### src/rtl/rv32i_rf_wb_arbiter_if.sv
// Bundle for the register-file writeback arbiter: requester handshakes, issue-side
// destination claims, source busy queries and the registered register-file write port.
interface rv32i_rf_wb_arbiter_if #(
  parameter int NUM_REQ = 4,
  parameter int DATA_W  = 32,
  parameter int IDX_W   = 5
);
  logic [NUM_REQ-1:0]        req_valid;
  logic [NUM_REQ*IDX_W-1:0]  req_rd;
  logic [NUM_REQ*DATA_W-1:0] req_data;
  logic [NUM_REQ-1:0]        req_ready;

  logic                      claim_valid;
  logic [IDX_W-1:0]          claim_rd;
  logic                      claim_ready;

  logic [IDX_W-1:0]          chk_rs1;
  logic [IDX_W-1:0]          chk_rs2;
  logic                      busy_rs1;
  logic                      busy_rs2;

  logic                      rf_wen;
  logic [IDX_W-1:0]          rf_rd;
  logic [DATA_W-1:0]         rf_w_data;

  modport master (
    output req_valid, req_rd, req_data, claim_valid, claim_rd, chk_rs1, chk_rs2,
    input  req_ready, claim_ready, busy_rs1, busy_rs2, rf_wen, rf_rd, rf_w_data
  );

  modport slave (
    input  req_valid, req_rd, req_data, claim_valid, claim_rd, chk_rs1, chk_rs2,
    output req_ready, claim_ready, busy_rs1, busy_rs2, rf_wen, rf_rd, rf_w_data
  );
endinterface

### src/rtl/rv32i_rf_wb_arbiter.sv
// Round-robin arbiter sharing the single register-file write port between writeback
// sources, with a pending-write scoreboard used by issue for hazard stalls.
module rv32i_rf_wb_arbiter #(
  parameter int NUM_REQ = 4,
  parameter int DATA_W  = 32,
  parameter int IDX_W   = 5
) (
  input logic                  i_clk,
  input logic                  i_rst,
  rv32i_rf_wb_arbiter_if.slave bus
);
  localparam int PTR_W    = (NUM_REQ > 1) ? $clog2(NUM_REQ) : 1;
  localparam int NUM_REGS = 1 << IDX_W;

  logic [PTR_W-1:0]    r_ptr;
  logic [NUM_REGS-1:0] r_pending;
  logic                r_rf_wen;
  logic [IDX_W-1:0]    r_rf_rd;
  logic [DATA_W-1:0]   r_rf_w_data;

  logic                w_hs;
  logic [PTR_W-1:0]    w_gnt;
  logic [PTR_W-1:0]    w_cand;
  logic [NUM_REQ-1:0]  w_ready;
  logic [IDX_W-1:0]    w_gnt_rd;
  logic [DATA_W-1:0]   w_gnt_data;
  logic                w_claim_ok;
  logic [NUM_REGS-1:0] w_pending_nxt;

  // Walk the requesters starting just after the last winner; a reset cycle grants nothing.
  always_comb begin
    w_hs   = 1'b0;
    w_gnt  = '0;
    w_cand = r_ptr;
    for (int k = 0; k < NUM_REQ; k++) begin
      w_cand = (w_cand == PTR_W'(NUM_REQ - 1)) ? '0 : w_cand + 1'b1;
      if (!w_hs && !i_rst && bus.req_valid[w_cand]) begin
        w_hs  = 1'b1;
        w_gnt = w_cand;
      end
    end
  end

  always_comb begin
    w_ready = '0;
    if (w_hs) w_ready[w_gnt] = 1'b1;
  end

  assign w_gnt_rd   = bus.req_rd[int'(w_gnt) * IDX_W +: IDX_W];
  assign w_gnt_data = bus.req_data[int'(w_gnt) * DATA_W +: DATA_W];

  assign w_claim_ok = bus.claim_valid & ~i_rst & (bus.claim_rd != '0) & ~r_pending[bus.claim_rd];

  // A claim is applied after the completion so a same-cycle re-claim stays outstanding.
  always_comb begin
    w_pending_nxt = r_pending;
    if (w_hs && (w_gnt_rd != '0)) w_pending_nxt[w_gnt_rd] = 1'b0;
    if (w_claim_ok) w_pending_nxt[bus.claim_rd] = 1'b1;
    w_pending_nxt[0] = 1'b0;
  end

  always_ff @(posedge i_clk) begin
    if (i_rst) begin
      r_ptr       <= PTR_W'(NUM_REQ - 1);
      r_pending   <= '0;
      r_rf_wen    <= 1'b0;
      r_rf_rd     <= '0;
      r_rf_w_data <= '0;
    end else begin
      r_pending <= w_pending_nxt;
      if (w_hs) begin
        r_ptr       <= w_gnt;
        r_rf_rd     <= w_gnt_rd;
        r_rf_w_data <= w_gnt_data;
        r_rf_wen    <= (w_gnt_rd != '0);
      end else begin
        r_rf_wen <= 1'b0;
      end
    end
  end

  // The output-stage term covers the cycle before the register file holds the new value.
  assign bus.busy_rs1 = (bus.chk_rs1 != '0) &
                        (r_pending[bus.chk_rs1] | (r_rf_wen & (r_rf_rd == bus.chk_rs1)));
  assign bus.busy_rs2 = (bus.chk_rs2 != '0) &
                        (r_pending[bus.chk_rs2] | (r_rf_wen & (r_rf_rd == bus.chk_rs2)));

  assign bus.req_ready   = w_ready;
  assign bus.claim_ready = w_claim_ok;
  assign bus.rf_wen      = r_rf_wen;
  assign bus.rf_rd       = r_rf_rd;
  assign bus.rf_w_data   = r_rf_w_data;
endmodule
### src/flat_wrapper.sv
// flat-port wrapper written by rule: the top's interface ports become plain ports
module rv32i_rf_wb_arbiter_flat 
#(
  parameter int NUM_REQ = 4,
  parameter int DATA_W  = 32,
  parameter int IDX_W   = 5
)
  (i_clk, i_rst, bus_req_valid, bus_req_rd, bus_req_data, bus_claim_valid, bus_claim_rd, bus_chk_rs1, bus_chk_rs2, bus_req_ready, bus_claim_ready, bus_busy_rs1, bus_busy_rs2, bus_rf_wen, bus_rf_rd, bus_rf_w_data);
  rv32i_rf_wb_arbiter_if #(.NUM_REQ(NUM_REQ), .DATA_W(DATA_W), .IDX_W(IDX_W)) bus_i ();
  input logic i_clk;
  input logic i_rst;
  input wire logic [$bits(bus_i.req_valid)-1:0] bus_req_valid;
  input wire logic [$bits(bus_i.req_rd)-1:0] bus_req_rd;
  input wire logic [$bits(bus_i.req_data)-1:0] bus_req_data;
  input wire logic [$bits(bus_i.claim_valid)-1:0] bus_claim_valid;
  input wire logic [$bits(bus_i.claim_rd)-1:0] bus_claim_rd;
  input wire logic [$bits(bus_i.chk_rs1)-1:0] bus_chk_rs1;
  input wire logic [$bits(bus_i.chk_rs2)-1:0] bus_chk_rs2;
  output wire logic [$bits(bus_i.req_ready)-1:0] bus_req_ready;
  output wire logic [$bits(bus_i.claim_ready)-1:0] bus_claim_ready;
  output wire logic [$bits(bus_i.busy_rs1)-1:0] bus_busy_rs1;
  output wire logic [$bits(bus_i.busy_rs2)-1:0] bus_busy_rs2;
  output wire logic [$bits(bus_i.rf_wen)-1:0] bus_rf_wen;
  output wire logic [$bits(bus_i.rf_rd)-1:0] bus_rf_rd;
  output wire logic [$bits(bus_i.rf_w_data)-1:0] bus_rf_w_data;
  assign bus_i.req_valid = bus_req_valid;
  assign bus_i.req_rd = bus_req_rd;
  assign bus_i.req_data = bus_req_data;
  assign bus_i.claim_valid = bus_claim_valid;
  assign bus_i.claim_rd = bus_claim_rd;
  assign bus_i.chk_rs1 = bus_chk_rs1;
  assign bus_i.chk_rs2 = bus_chk_rs2;
  assign bus_req_ready = bus_i.req_ready;
  assign bus_claim_ready = bus_i.claim_ready;
  assign bus_busy_rs1 = bus_i.busy_rs1;
  assign bus_busy_rs2 = bus_i.busy_rs2;
  assign bus_rf_wen = bus_i.rf_wen;
  assign bus_rf_rd = bus_i.rf_rd;
  assign bus_rf_w_data = bus_i.rf_w_data;
  rv32i_rf_wb_arbiter #(.NUM_REQ(NUM_REQ), .DATA_W(DATA_W), .IDX_W(IDX_W)) u_core (.i_clk(i_clk), .i_rst(i_rst), .bus(bus_i));
endmodule
### config.mk
export PLATFORM = sky130hd
export DESIGN_NAME = rv32i_rf_wb_arbiter_flat
export DESIGN_NICKNAME = d
export VERILOG_FILES = /design/src/rtl/rv32i_rf_wb_arbiter_if.sv /design/src/rtl/rv32i_rf_wb_arbiter.sv /design/src/flat_wrapper.sv
export SDC_FILE = /design/constraint.sdc
export NUM_CORES = 1
export LEC_CHECK = 0
export CAP_MARGIN = 15
export CORE_MARGIN = 10
export CORE_UTILIZATION = 48
export CTS_CLUSTER_DIAMETER = 120
export DETAILED_ROUTE_END_ITERATION = 16
export GPL_ROUTABILITY_DRIVEN = 0
export PLACE_DENSITY = 0.87
export SYNTH_ARGS = -nofsm -noshare
export SYNTH_HDL_FRONTEND = slang
export SYNTH_SLANG_ARGS = --single-unit
### constraint.sdc
create_clock -name i_clk -period 7.8 [get_ports i_clk]
set_input_delay 1.56 -clock i_clk [delete_from_list [all_inputs] [get_ports i_clk]]
set_output_delay 1.56 -clock i_clk [all_outputs]
set_load 0.01 [all_outputs]
==> flow_summary.ini <==
[clock_network]
ctsHoldBuffers = 0
clk_pin_slew_ps = 60
cts_root_buf = clkbuf_16
cts-resized-gates = 0
cts_tree = done
cts_num_sinks = 71
clockBufferDepth = 2
cts_buffers = 9
post_cts_buffers = 0
htree_levels = 3
clock_latency_ps = 340

[pwr]
p_switching_mw = 0.7000
leakagePower_nw = 2.991
ir_drop_mv = 0.1215
clock_power_share = 0.243
power.internal_mw = 1.108
netSwitchingFraction = 0.3871
power_density_nw_per_um2 = 229.0
seqPwrFrac = 0.259
comb_power_share = 0.498

[setup_path]
max_stage_delay_ps = 910
end_kind = primary output
r2r-start = u_core.r_ptr[0]
cp-start-kind = input port
path_max_fanout = 12
r2r_cells = 9
regToRegSetupSlack_ps = 3740
worstSetupPathType = input port to primary output
critical_path_required_ps = 6240
cp.arrival_ps = 4590
cpMaxStageDelayCell = clkdlybuf4s50_1
worstReg2RegEnd = u_core.bus.rf_wen
path_cells = clkdlybuf4s50_1 > mux4_2 > mux2_2 > a22oi_1 > a21oi_1 > a311oi_1 > clkdlybuf4s50_1
crit_top_cell = clkdlybuf4s50_1
path_buf_inv = 2
crit_family = buffers and inverters

[timing]
skew_ps = 7.441
period_minus_slack_ps = 6154
fmax_mhz = 162.5
relSlewSlack = 0.2889
setup_viol = 0
tightest_slew_ps = 1064
hold_violations = 0
fin_setup_tns_ps = 0
final.period_utilization = 0.7889
rsz0062_at_grt = false
slew_viol_final = 0

[min_path]
hold_depth = 2
min_to = u_core.bus.rf_w_data[31]
hold_path_startpoint = u_core.bus.rf_w_data[31]
hp-class = flop to flop

[cells_and_area]
seqCellArea_sq_um = 1421
fin_nets = 1084
syn2layout_area_growth_pct = 43.52
multi_input_area_sq_um = 3777
n_fill_cell = 940
diodes = 0
drive_above_1_share = 0.09160
final_area_sq_um = 7898

[status]
status = complete, no violations

[floorplan]
die_h_um = 127.1
rows = 39
die_w_um = 127.1
die_area_sq_um = 16150
initial_core_util = 0.4861
num_io_pins = 215
core_sq_um = 11320

[job]
max_cap_violations = 0

[grt]
gr-usage-all-layers = 0.2427
antenna_found_initial = 0
grt_max_degree = 66
grt_first_pass_wirelength_um = 32360
grt_pass1_vias = 6073
grt_overflow = 0

[place]
port_buffers = 214
place_area_sq_um = 7586
place.detailed.hpwl_um = 15610

[drt]
drc = 0
first_pass_iters = 6
vias_per_cell = 5.965
avgRoutedWirePerCell_um = 19.63
wl_um = 20800
antenna_left = 0
first_iter_violations = 521
dr_total_vias = 6323

[yosys]
synth.cell_area_sq_um = 5503
synth_area_per_cell_sq_um = 7.386
ys_warn_count = 0
synth_edf_count = 0
ys_ff_latch = 71
syn-num-nets = 916
synth-main-ff-cell = dfxtp_1
ys_seq_area_frac = 0.2583
syn-instance-count = 745
ys_types = 56
async_flop_share = 0
==> metal layers <==
layer | up-vias | track usage | share of wire
met5 | - | 0 | 0
met4 | 0 | 0.07971 | 0.023
met3 | 39 | 0.07734 | 0.099
met2 | 330 | 0.4244 | 0.50
met1 | 2940 | 0.2732 | 0.37
li1 | 3014 | - | -
==> how the worst max path moves through the flow <==
stage	slack, ps	depth (start not counted)	start	end
global placement	1740	7	bus_claim_rd[0]	bus_claim_ready
global route	1360	7	bus_claim_rd[0]	bus_claim_ready
floorplan	2850	10	i_rst	bus_req_ready[0]
detailed placement	1640	7	bus_claim_rd[0]	bus_claim_ready
finish	1650	7	bus_claim_rd[0]	bus_claim_ready
CTS	1640	7	bus_claim_rd[0]	bus_claim_ready
==> layout make-up <==
cell class                 count  share of cell area
inverter                       7            0.003327
timing repair buffer         220              0.2763
multi-input combinational    604              0.4783
tap                          143             0.02266
clock inverter                 6             0.01093
sequential                    71              0.1800
clock buffer                   9             0.02852
==> synthesized netlist by cell type (all sizes together), types with 2 or more instances <==
library cell / count / area (sq um)
clkbuf: 35 / 131.4
o32ai: 2 / 32.53
o22ai: 3 / 18.77
nand3: 19 / 95.09
o211ai: 16 / 125.1
nor3: 38 / 222.7
o31ai: 2 / 25.02
xor2: 8 / 70.07
nand2: 184 / 690.7
xnor2: 2 / 17.52
mux2: 5 / 56.30
o21bai: 2 / 15.01
buf: 28 / 175.2
nor3b: 2 / 15.01
or3: 4 / 30.03
mux2i: 22 / 259.0
o311a: 2 / 20.02
and2: 2 / 12.51
nor4: 6 / 37.54
and3: 8 / 70.06
o21ai: 63 / 315.3
or4: 4 / 30.03
a31oi: 2 / 12.51
mux4: 26 / 585.6
or2: 3 / 18.77
nand2b: 7 / 43.79
dfxtp: 71 / 1421
nor2: 57 / 214.0
a21oi: 75 / 375.4
or3b: 4 / 35.04
a21boi: 2 / 15.02
inv: 7 / 26.28
nand4: 4 / 25.02
a221oi: 20 / 175.2
a311oi: 2 / 17.52
==> power groups by stage <==
stage	Clock, mW	Sequential (mW)	Combinational (mW)
2_1_floorplan	0	0.491	0.550
3_3_place_gp	0	0.473	0.885
3_5_place_dp	0	0.474	0.895
4_1_cts	0.440	0.468	0.898
5_1_grt	0.453	0.475	0.979
6_report	0.439	0.469	0.901
==> tightest hold or removal path, stage by stage (launching register included) <==
cell	delay, ps
dfxtp_1	300
nand2_1	50
a21oi_1	50
==> through the flow <==
stage | power, mW | utilization | setup WS [ps] | instances | hold slack (ps)
2_1_floorplan | 1.041 | - | 2848 | 745 | 445.1
3_5_place_dp | 1.369 | 0.6701 | 1643 | 1045 | 445.9
6_report | 1.808 | 0.6976 | 1646 | 1060 | 448.2
3_3_place_gp | 1.358 | 0.6701 | 1744 | 1045 | 437.9
5_1_grt | 1.906 | 0.6976 | 1360 | 1060 | 465.8
4_1_cts | 1.805 | 0.6976 | 1643 | 1060 | 452.4
==> sequential cells by signal, summed over array words and instances (netlist names) <==
signal	flops
u_core.bus.rf_w_data	32
u_core.bus.rf_wen	1
u_core.r_pending	31
u_core.r_ptr	2
u_core.bus.rf_rd	5
==> cells by family (layout without fill, tap and decap cells) <==
| kind of cell | count (synthesis) | count (layout) | share of synthesized area |
|---|---|---|---|
| AO/OA/AOI/OAI | 194 | 194 | 0.2133 |
| XOR/XNOR | 10 | 10 | 0.01592 |
| adder cells (fa/ha/maj) | 1 | 1 | 0.002273 |
| buffers and inverters | 70 | 242 | 0.06048 |
| flip-flops | 71 | 71 | 0.2583 |
| multiplexers | 53 | 53 | 0.1637 |
| AND/OR/NAND/NOR | 346 | 346 | 0.2860 |
==> cell usage in the layout, fill, tap and decap left out, types with 3 or more instances in the layout <==
cell type / n
nor4_1: 6
mux2i_1: 14
nand2_1: 184
mux2_2: 5
o211ai_1: 15
or2_2: 3
buf_4: 6
xor2_1: 8
clkdlybuf4s50_1: 213
inv_1: 7
mux4_2: 26
or3b_1: 3
nor3_1: 34
nand4_1: 4
mux2i_2: 7
dfxtp_1: 71
a221oi_1: 20
o21ai_0: 62
nor2_1: 57
and3_1: 3
nand3_1: 18
nand2b_1: 7
clkbuf_16: 9
or3_1: 3
a21oi_1: 74
o22ai_1: 3
and3_4: 4
or4_1: 4
Power figures use the tool's default switching activity.
